### config.mk
export PLATFORM = sky130hd
export DESIGN_NAME = hazard_ctrl_flat
export DESIGN_NICKNAME = d
export VERILOG_FILES = /design/src/rtl/hazard_ctrl_pkg.sv /design/src/rtl/hazard_ctrl_if.sv /design/src/rtl/hazard_ctrl_fwd_unit.sv /design/src/rtl/hazard_ctrl.sv /design/src/flat_wrapper.sv
export SDC_FILE = /design/constraint.sdc
export NUM_CORES = 1
export LEC_CHECK = 0
export ABC_AREA = 1
export ABC_CLOCK_PERIOD_IN_PS = 1900
export BUFFER_PORTS_ARGS = -buffer_cell sky130_fd_sc_hd__buf_2
export CORE_UTILIZATION = 45
export CTS_CLUSTER_DIAMETER = 50
export CTS_CLUSTER_SIZE = 16
export DETAILED_ROUTE_END_ITERATION = 10
export MAX_ROUTING_LAYER = met4
export PLACE_DENSITY = 0.8
export SLEW_MARGIN = 20
export SYNTH_ARGS = -nofsm -noshare
export SYNTH_HDL_FRONTEND = slang
export SYNTH_SLANG_ARGS = --single-unit
### constraint.sdc
create_clock -name clk -period 1.9 [get_ports clk]
set_input_delay 0.38 -clock clk [delete_from_list [all_inputs] [get_ports clk]]
set_output_delay 0.38 -clock clk [all_outputs]
set_load 0.02 [all_outputs]
### src/rtl/hazard_ctrl_pkg.sv
`default_nettype none
// ============================================================================
// Module      : pipe_pkg
// Description : Shared optype indices, forward-select and halt-state encodings
//               for the RV32I pipeline sequencing controller.
// Revision    : 1.0 - initial release
// ============================================================================
package pipe_pkg;

    // Bit positions inside the one-hot ID optype bus
    localparam int R       = 0;
    localparam int I_LOADS = 1;
    localparam int I_ARITH = 2;
    localparam int I_ECALL = 3;
    localparam int I_JALR  = 4;
    localparam int S       = 5;
    localparam int B       = 6;
    localparam int U_AUIPC = 7;
    localparam int U_LUI   = 8;
    localparam int J_JAL   = 9;

    // EX operand mux select
    typedef enum logic [1:0] {
        FWD_RF  = 2'b00,
        FWD_MEM = 2'b01,
        FWD_WB  = 2'b10
    } fwd_sel_t;

    // ecall drain/halt sequencing
    typedef enum logic [1:0] {
        RUN   = 2'b00,
        DRAIN = 2'b01,
        HALT  = 2'b10
    } halt_state_t;

    // A producer matches a consumer only for a real (non-x0) register
    function automatic logic rs_match(input logic [4:0] rd, input logic [4:0] rs);
        return (rd != 5'd0) && (rd == rs);
    endfunction

endpackage
`default_nettype wire

### src/rtl/hazard_ctrl_if.sv
`default_nettype none
// ============================================================================
// Module      : hazard_ctrl_if
// Description : ID-stage fields in, pipeline control out, for hazard_ctrl.
//               master = core side driving ID fields, slave = hazard_ctrl.
// Revision    : 1.0 - initial release
// ============================================================================
interface hazard_ctrl_if #(
    parameter int OPTYPE_W = 10
);
    logic                id_valid;
    logic [OPTYPE_W-1:0] id_optype;
    logic [4:0]          id_rs1;
    logic [4:0]          id_rs2;
    logic [4:0]          id_rd;
    logic                ex_br_taken;
    logic                mem_ready;
    logic                stall_if;
    logic                stall_id;
    logic                flush_id;
    logic                bubble_ex;
    logic [1:0]          fwd_a;
    logic [1:0]          fwd_b;
    logic                halted;

    modport master (
        output id_valid, id_optype, id_rs1, id_rs2, id_rd, ex_br_taken, mem_ready,
        input  stall_if, stall_id, flush_id, bubble_ex, fwd_a, fwd_b, halted
    );

    modport slave (
        input  id_valid, id_optype, id_rs1, id_rs2, id_rd, ex_br_taken, mem_ready,
        output stall_if, stall_id, flush_id, bubble_ex, fwd_a, fwd_b, halted
    );
endinterface
`default_nettype wire

### src/rtl/hazard_ctrl_fwd_unit.sv
`default_nettype none
// ============================================================================
// Module      : fwd_unit
// Description : Forward-select for one EX operand. MEM beats WB because MEM
//               holds the younger write to the same register.
// Revision    : 1.0 - initial release
// ============================================================================
module fwd_unit
    import pipe_pkg::*;
(
    input  wire logic [4:0] i_rs,
    input  wire logic       i_mem_v,
    input  wire logic [4:0] i_mem_rd,
    input  wire logic       i_wb_v,
    input  wire logic [4:0] i_wb_rd,
    output fwd_sel_t        o_sel
);

    // Pick the youngest in-flight producer of this operand, else the regfile
    always_comb begin
        o_sel = FWD_RF;
        if (i_mem_v && rs_match(i_mem_rd, i_rs)) begin
            o_sel = FWD_MEM;
        end else if (i_wb_v && rs_match(i_wb_rd, i_rs)) begin
            o_sel = FWD_WB;
        end
    end

endmodule
`default_nettype wire

### src/rtl/hazard_ctrl.sv
`default_nettype none
// ============================================================================
// Module      : hazard_ctrl
// Description : Five-stage RV32I pipeline sequencing controller: stall, flush,
//               bubble, EX forwarding selects and the ecall drain/halt FSM.
//               Keeps its own EX/MEM/WB destination shadow.
//               Macro FWD_EN: defined -> EX operand forwarding from MEM/WB;
//               undefined -> no forwarding, ID stalls on any RAW against a
//               valid EX or MEM producer.
// Revision    : 1.0 - initial release
// ============================================================================
module hazard_ctrl
    import pipe_pkg::*;
#(
    parameter int DRAIN_CYCLES = 3,
    parameter int OPTYPE_W     = 10
) (
    input  wire logic    clk,
    input  wire logic    rst_n,
    hazard_ctrl_if.slave bus
);

    localparam int CNT_W = (DRAIN_CYCLES > 1) ? $clog2(DRAIN_CYCLES) : 1;
    localparam logic [CNT_W-1:0] c_cnt_load = CNT_W'(DRAIN_CYCLES - 1);

`ifdef FWD_EN
    localparam bit c_fwd_en = 1'b1;
`else
    localparam bit c_fwd_en = 1'b0;
`endif

    // Shadow of the in-flight destinations
    logic        r_ex_v;
    logic [4:0]  r_ex_rd;
    logic [4:0]  r_ex_rs1;
    logic [4:0]  r_ex_rs2;
    logic        r_ex_is_load;
    logic        r_mem_v;
    logic [4:0]  r_mem_rd;
    logic        r_wb_v;
    logic [4:0]  r_wb_rd;

    // Halt FSM
    halt_state_t      r_state;
    halt_state_t      w_state_nxt;
    logic [CNT_W-1:0] r_cnt;
    logic [CNT_W-1:0] w_cnt_nxt;

    logic [OPTYPE_W-1:0] w_optype;
    logic     w_hit_ex;
    logic     w_hit_mem;
    logic     w_load_use;
    logic     w_data_hazard;
    logic     w_stall_if;
    logic     w_stall_id;
    logic     w_flush;
    logic     w_bubble;
    logic     w_halted;
    logic     w_accept;
    fwd_sel_t w_sel_a;
    fwd_sel_t w_sel_b;

    assign w_optype = bus.id_optype;

    // ID sources against the EX and MEM producers (x0 never matches)
    assign w_hit_ex  = bus.id_valid && r_ex_v &&
                       (rs_match(r_ex_rd, bus.id_rs1) || rs_match(r_ex_rd, bus.id_rs2));
    assign w_hit_mem = bus.id_valid && r_mem_v &&
                       (rs_match(r_mem_rd, bus.id_rs1) || rs_match(r_mem_rd, bus.id_rs2));
    assign w_load_use = w_hit_ex && r_ex_is_load;

    // Without forwarding every RAW on an EX/MEM producer waits for WB
    assign w_data_hazard = c_fwd_en ? w_load_use : (w_hit_ex || w_hit_mem);

    // Control outputs, acceptance and halt FSM next state
    always_comb begin
        w_stall_if  = 1'b0;
        w_stall_id  = 1'b0;
        w_flush     = 1'b0;
        w_bubble    = 1'b0;
        w_halted    = 1'b0;
        w_accept    = 1'b0;
        w_state_nxt = r_state;
        w_cnt_nxt   = r_cnt;

        if (r_state == HALT) begin
            w_halted   = 1'b1;
            w_stall_if = 1'b1;
            w_stall_id = 1'b1;
        end else begin
            // Memory wait freezes everything; a pending redirect waits for it
            if (!bus.mem_ready) begin
                w_stall_if = 1'b1;
                w_stall_id = 1'b1;
            end else if (bus.ex_br_taken) begin
                w_flush  = 1'b1;
                w_bubble = 1'b1;
            end else if (w_data_hazard) begin
                w_stall_if = 1'b1;
                w_stall_id = 1'b1;
                w_bubble   = 1'b1;
            end
            // While draining, fetch is held and nothing new enters EX
            if (r_state == DRAIN) begin
                w_stall_if = 1'b1;
                w_bubble   = 1'b1;
            end
        end

        w_accept = bus.id_valid && !w_stall_id && !w_flush;

        case (r_state)
            RUN: begin
                if (w_accept && !w_bubble && w_optype[I_ECALL]) begin
                    w_state_nxt = DRAIN;
                    w_cnt_nxt   = c_cnt_load;
                end
            end
            DRAIN: begin
                if (bus.mem_ready) begin
                    if (r_cnt <= CNT_W'(1)) begin
                        w_state_nxt = HALT;
                        w_cnt_nxt   = '0;
                    end else begin
                        w_cnt_nxt = r_cnt - CNT_W'(1);
                    end
                end
            end
            HALT: begin
                w_state_nxt = HALT;
            end
            default: begin
                w_state_nxt = RUN;
                w_cnt_nxt   = '0;
            end
        endcase
    end

    // Halt FSM state and drain counter
    always_ff @(posedge clk or negedge rst_n) begin
        if (!rst_n) begin
            r_state <= RUN;
            r_cnt   <= '0;
        end else begin
            r_state <= w_state_nxt;
            r_cnt   <= w_cnt_nxt;
        end
    end

    // Shadow pipeline advances only when memory lets the pipe move
    always_ff @(posedge clk or negedge rst_n) begin
        if (!rst_n) begin
            r_ex_v       <= 1'b0;
            r_ex_rd      <= 5'd0;
            r_ex_rs1     <= 5'd0;
            r_ex_rs2     <= 5'd0;
            r_ex_is_load <= 1'b0;
            r_mem_v      <= 1'b0;
            r_mem_rd     <= 5'd0;
            r_wb_v       <= 1'b0;
            r_wb_rd      <= 5'd0;
        end else if (bus.mem_ready) begin
            r_ex_v       <= w_accept && !w_bubble;
            r_ex_rd      <= bus.id_rd;
            r_ex_rs1     <= bus.id_rs1;
            r_ex_rs2     <= bus.id_rs2;
            r_ex_is_load <= w_optype[I_LOADS];
            r_mem_v      <= r_ex_v;
            r_mem_rd     <= r_ex_rd;
            r_wb_v       <= r_mem_v;
            r_wb_rd      <= r_mem_rd;
        end
    end

    fwd_unit u_fwd_a (
        .i_rs     (r_ex_rs1),
        .i_mem_v  (r_mem_v),
        .i_mem_rd (r_mem_rd),
        .i_wb_v   (r_wb_v),
        .i_wb_rd  (r_wb_rd),
        .o_sel    (w_sel_a)
    );

    fwd_unit u_fwd_b (
        .i_rs     (r_ex_rs2),
        .i_mem_v  (r_mem_v),
        .i_mem_rd (r_mem_rd),
        .i_wb_v   (r_wb_v),
        .i_wb_rd  (r_wb_rd),
        .o_sel    (w_sel_b)
    );

    assign bus.stall_if  = w_stall_if;
    assign bus.stall_id  = w_stall_id;
    assign bus.flush_id  = w_flush;
    assign bus.bubble_ex = w_bubble;
    assign bus.halted    = w_halted;
    assign bus.fwd_a     = c_fwd_en ? w_sel_a : FWD_RF;
    assign bus.fwd_b     = c_fwd_en ? w_sel_b : FWD_RF;

endmodule
`default_nettype wire

### src/flat_wrapper.sv
// flat-port wrapper written by rule: the top's interface ports become plain ports
module hazard_ctrl_flat import pipe_pkg::*;
#(
    parameter int DRAIN_CYCLES = 3,
    parameter int OPTYPE_W     = 10
)
  (clk, rst_n, bus_id_valid, bus_id_optype, bus_id_rs1, bus_id_rs2, bus_id_rd, bus_ex_br_taken, bus_mem_ready, bus_stall_if, bus_stall_id, bus_flush_id, bus_bubble_ex, bus_fwd_a, bus_fwd_b, bus_halted);
  hazard_ctrl_if #(.OPTYPE_W(OPTYPE_W)) bus_i ();
  input  wire logic clk;
  input  wire logic rst_n;
  input wire logic [$bits(bus_i.id_valid)-1:0] bus_id_valid;
  input wire logic [$bits(bus_i.id_optype)-1:0] bus_id_optype;
  input wire logic [$bits(bus_i.id_rs1)-1:0] bus_id_rs1;
  input wire logic [$bits(bus_i.id_rs2)-1:0] bus_id_rs2;
  input wire logic [$bits(bus_i.id_rd)-1:0] bus_id_rd;
  input wire logic [$bits(bus_i.ex_br_taken)-1:0] bus_ex_br_taken;
  input wire logic [$bits(bus_i.mem_ready)-1:0] bus_mem_ready;
  output wire logic [$bits(bus_i.stall_if)-1:0] bus_stall_if;
  output wire logic [$bits(bus_i.stall_id)-1:0] bus_stall_id;
  output wire logic [$bits(bus_i.flush_id)-1:0] bus_flush_id;
  output wire logic [$bits(bus_i.bubble_ex)-1:0] bus_bubble_ex;
  output wire logic [$bits(bus_i.fwd_a)-1:0] bus_fwd_a;
  output wire logic [$bits(bus_i.fwd_b)-1:0] bus_fwd_b;
  output wire logic [$bits(bus_i.halted)-1:0] bus_halted;
  assign bus_i.id_valid = bus_id_valid;
  assign bus_i.id_optype = bus_id_optype;
  assign bus_i.id_rs1 = bus_id_rs1;
  assign bus_i.id_rs2 = bus_id_rs2;
  assign bus_i.id_rd = bus_id_rd;
  assign bus_i.ex_br_taken = bus_ex_br_taken;
  assign bus_i.mem_ready = bus_mem_ready;
  assign bus_stall_if = bus_i.stall_if;
  assign bus_stall_id = bus_i.stall_id;
  assign bus_flush_id = bus_i.flush_id;
  assign bus_bubble_ex = bus_i.bubble_ex;
  assign bus_fwd_a = bus_i.fwd_a;
  assign bus_fwd_b = bus_i.fwd_b;
  assign bus_halted = bus_i.halted;
  hazard_ctrl #(.DRAIN_CYCLES(DRAIN_CYCLES), .OPTYPE_W(OPTYPE_W)) u_core (.clk(clk), .rst_n(rst_n), .bus(bus_i));
endmodule
==> metrics <==
result of the run finished, violations left; failing checks setup timing; die area 2870 sq um; 1st-pass router iterations 4; worst path cell trace nor3_4, nand3_1, nand3_1, inv_1, nand2_2, nand3_2, o21ai_1, inv_1, or2_1, buf_6; Post-Syn Area per Cell 6.49 sq um; clock-pin slew on the worst setup and hold paths 0.10 ns; Max Fanout on Critical Path 5; dpl cells 240; dpl ws -0.00974 ns; Power Density 994 nW/um^2; CTS tree done; Post-synth EDFFs 0; Critical Path AT 1.78 ns; register area share after synthesis 33.5%; core area 2500 sq um; fin area 1510 sq um; Clock Latency Late Sink 0.29 ns; total track usage 20.0%; CP startpoint kind flop; first-pass GRT wire length 4040 um; crit path from u_core.r_ex_rd[2]; Worst setup EP type output pin; cts bufs inserted 3; Warnings, synthesis 0; H-tree depth 1; Yosys cell types 23; Worst path max stage delay 0.47 ns; Post-synth top cells 74 x nand2_1, 20 x inv_1, 16 x dfrtp_1; Longest Clk Path Bufs 2; largest net degree at the start of global routing 20; Die Span X 53.5 um; fin crit period 2.16 ns; RSZ-0062 raised after global routing true; top-area cell type share of the netlist area 33.5%; count of final setup violators 3; share of cells above drive strength 1 31.2%; Post-layout nets 252; FFs w/ async S/R, synth 100%; vias per cell 4.88; Syn-to-layout area delta 26.0%; CTS root buffer clkbuf_4; ys flop type dfrtp_1; period utilisation layout 114%; clk_skew 0.00292 ns; Worst Path Class, Setup flop to output pin; final setup margin -0.259 ns; Cell Count, Final, Fillers Out 248; WP data required 1.52 ns; R2R depth 14; wire length per cell 10.5 um; Slew Viols, Final 0; critical path's slowest cell dfrtp_2; Routed Antenna Nets 0; Site Rows 18; Num Clock Sinks 16; initial core utilization 47.8%; most frequent cell after synthesis nand2_1; leak pwr 0.881 nW; ranking of synthesized cells by area dfrtp_1 34%, nand2_1 23%, inv_1 6.3%; residual DRC count 0; total negative slack -0.588 ns; Max Clk Rate 463 MHz; synthesized instance count 184; vias in the first global route 1001; GP Congestion 0.867; Overflow after GRT 0; CP endpoint bus_stall_if; Ports 39; HP Class input pin to flop; initial antenna violation count 0; # diodes 0; biggest area consumer among synthesized cells dfrtp_1; Yosys reg bits 16; reg-to-reg setup timing slack 0.03 ns; worst r2r dst u_core.r_state[1]; die height 53.5 um; Vias 1209; Post-Syn Area 1190 sq um; post-DP HPWL 1900 um; maxcap violations 0; final hold viol count 0; Max IR drop VDD 1.03 mV; PortBufs 25; DP Area 1370 sq um; FF-to-FF Start u_core.r_ex_rd[2]; DR iter-0 viols 29; final WL 2610 um
[sequential cells by signal (all words and copies together), names as in the netlist]
signal and cells:
u_core.r_cnt 2, u_core.r_ex_rd 5, u_core.r_ex_v 1, u_core.r_mem_rd 5, u_core.r_mem_v 1, u_core.r_state 2
[critical path: cells and delay by family, from the launching register on]
| family | cells | cell delay (ns) |
|---|---|---|
| simple gates | 6 | 0.70 |
| flops | 1 | 0.47 |
| buf+inv | 3 | 0.24 |
| compound gates | 1 | 0.07 |
[layer usage]
metal / vias up / GRT usage, % / share of wire (%)
met5: - / - / 0
met1: 540 / 24.3 / 43
li1: 624 / - / -
met3: 6 / 3.39 / 4.8
met4: 0 / 3.95 / 1.0
met2: 39 / 34.8 / 51
[report_power, final]
| part | leakage, nW | total, mW | switching (mW) | internal [mW] |
|---|---|---|---|---|
| Combinational | 0.663 | 0.772 | 0.448 | 0.325 |
| Clock | 0.0210 | 0.236 | 0.119 | 0.117 |
| Sequential | 0.196 | 0.488 | 0.0726 | 0.416 |
| Total | 0.881 | 1.50 | 0.639 | 0.857 |
[metrics by stage]
step	total power [mW]	util, %	hold WS [ns]
floorplan	0.963	-	0.0844
global placement	1.11	54.8	0.313
detailed placement	1.13	54.8	0.316
CTS	1.42	58.1	0.284
global route	1.63	60.2	0.286
finish	1.50	60.2	0.284
[layout make-up]
type / instances / area [sq um]
repair buffers: 33 / 206
flip-flops and latches: 16 / 405
well taps: 30 / 37.5
inverters: 30 / 113
multi-input cells: 135 / 707
fillers: 238 / 995
clock buffers: 4 / 36.3
[cells by family after synthesis]
| kind of cell | share of synthesized area [%] |
|---|---|
| other | 0.314 |
| buffers and inverters | 12.6 |
| adders and majority gates | 3.14 |
| and+or+nand+nor | 39.7 |
| DFF | 33.5 |
| AOI/OAI and AO/OA | 7.12 |
| xor gates and xnor gates | 3.66 |
[how the worst min path moves through the flow]
stage / startpoint / cells after the start / slack (ns) / to
after floorplan: rst_n / 0 / 0.08 / u_core.r_cnt[0]
after global placement: rst_n / 1 / 0.31 / u_core.r_mem_rd[1]
after detailed placement: rst_n / 1 / 0.32 / u_core.r_mem_rd[1]
after CTS: bus_id_rd[4] / 3 / 0.28 / u_core.r_ex_rd[4]
after global routing: bus_id_rd[1] / 3 / 0.29 / u_core.r_ex_rd[1]
final: bus_id_rd[4] / 3 / 0.28 / u_core.r_ex_rd[4]
[placed cells by master (no fill, tap or decap), types with 2 or more instances in the layout]
cell type	instances
ha_1	2
conb_1	4
o21ai_0	10
inv_2	11
nand2_1	73
buf_4	7
buf_6	3
nor2_1	9
xnor2_1	4
nand3_1	8
dfrtp_1	12
clkbuf_4	3
nand2_2	2
nor2_2	2
nand3_2	3
nand2_4	3
inv_1	19
buf_2	22
nand4_1	4
dfrtp_2	4
[repair_timing]
| action | 4_1_cts | 5_1_grt |
|---|---|---|
| pin swaps | 6 | 7 |
| hold buffers | 1 | 0 |
| buffers inserted | 1 | 2 |
| endpoints found under the hold margin | 16 | 0 |
| resized for setup | 10 | 11 |
| gates cloned | 0 | 0 |
| setup endpoints to repair | 3 | 8 |
Note: power is estimated with default switching activity, not from simulation.
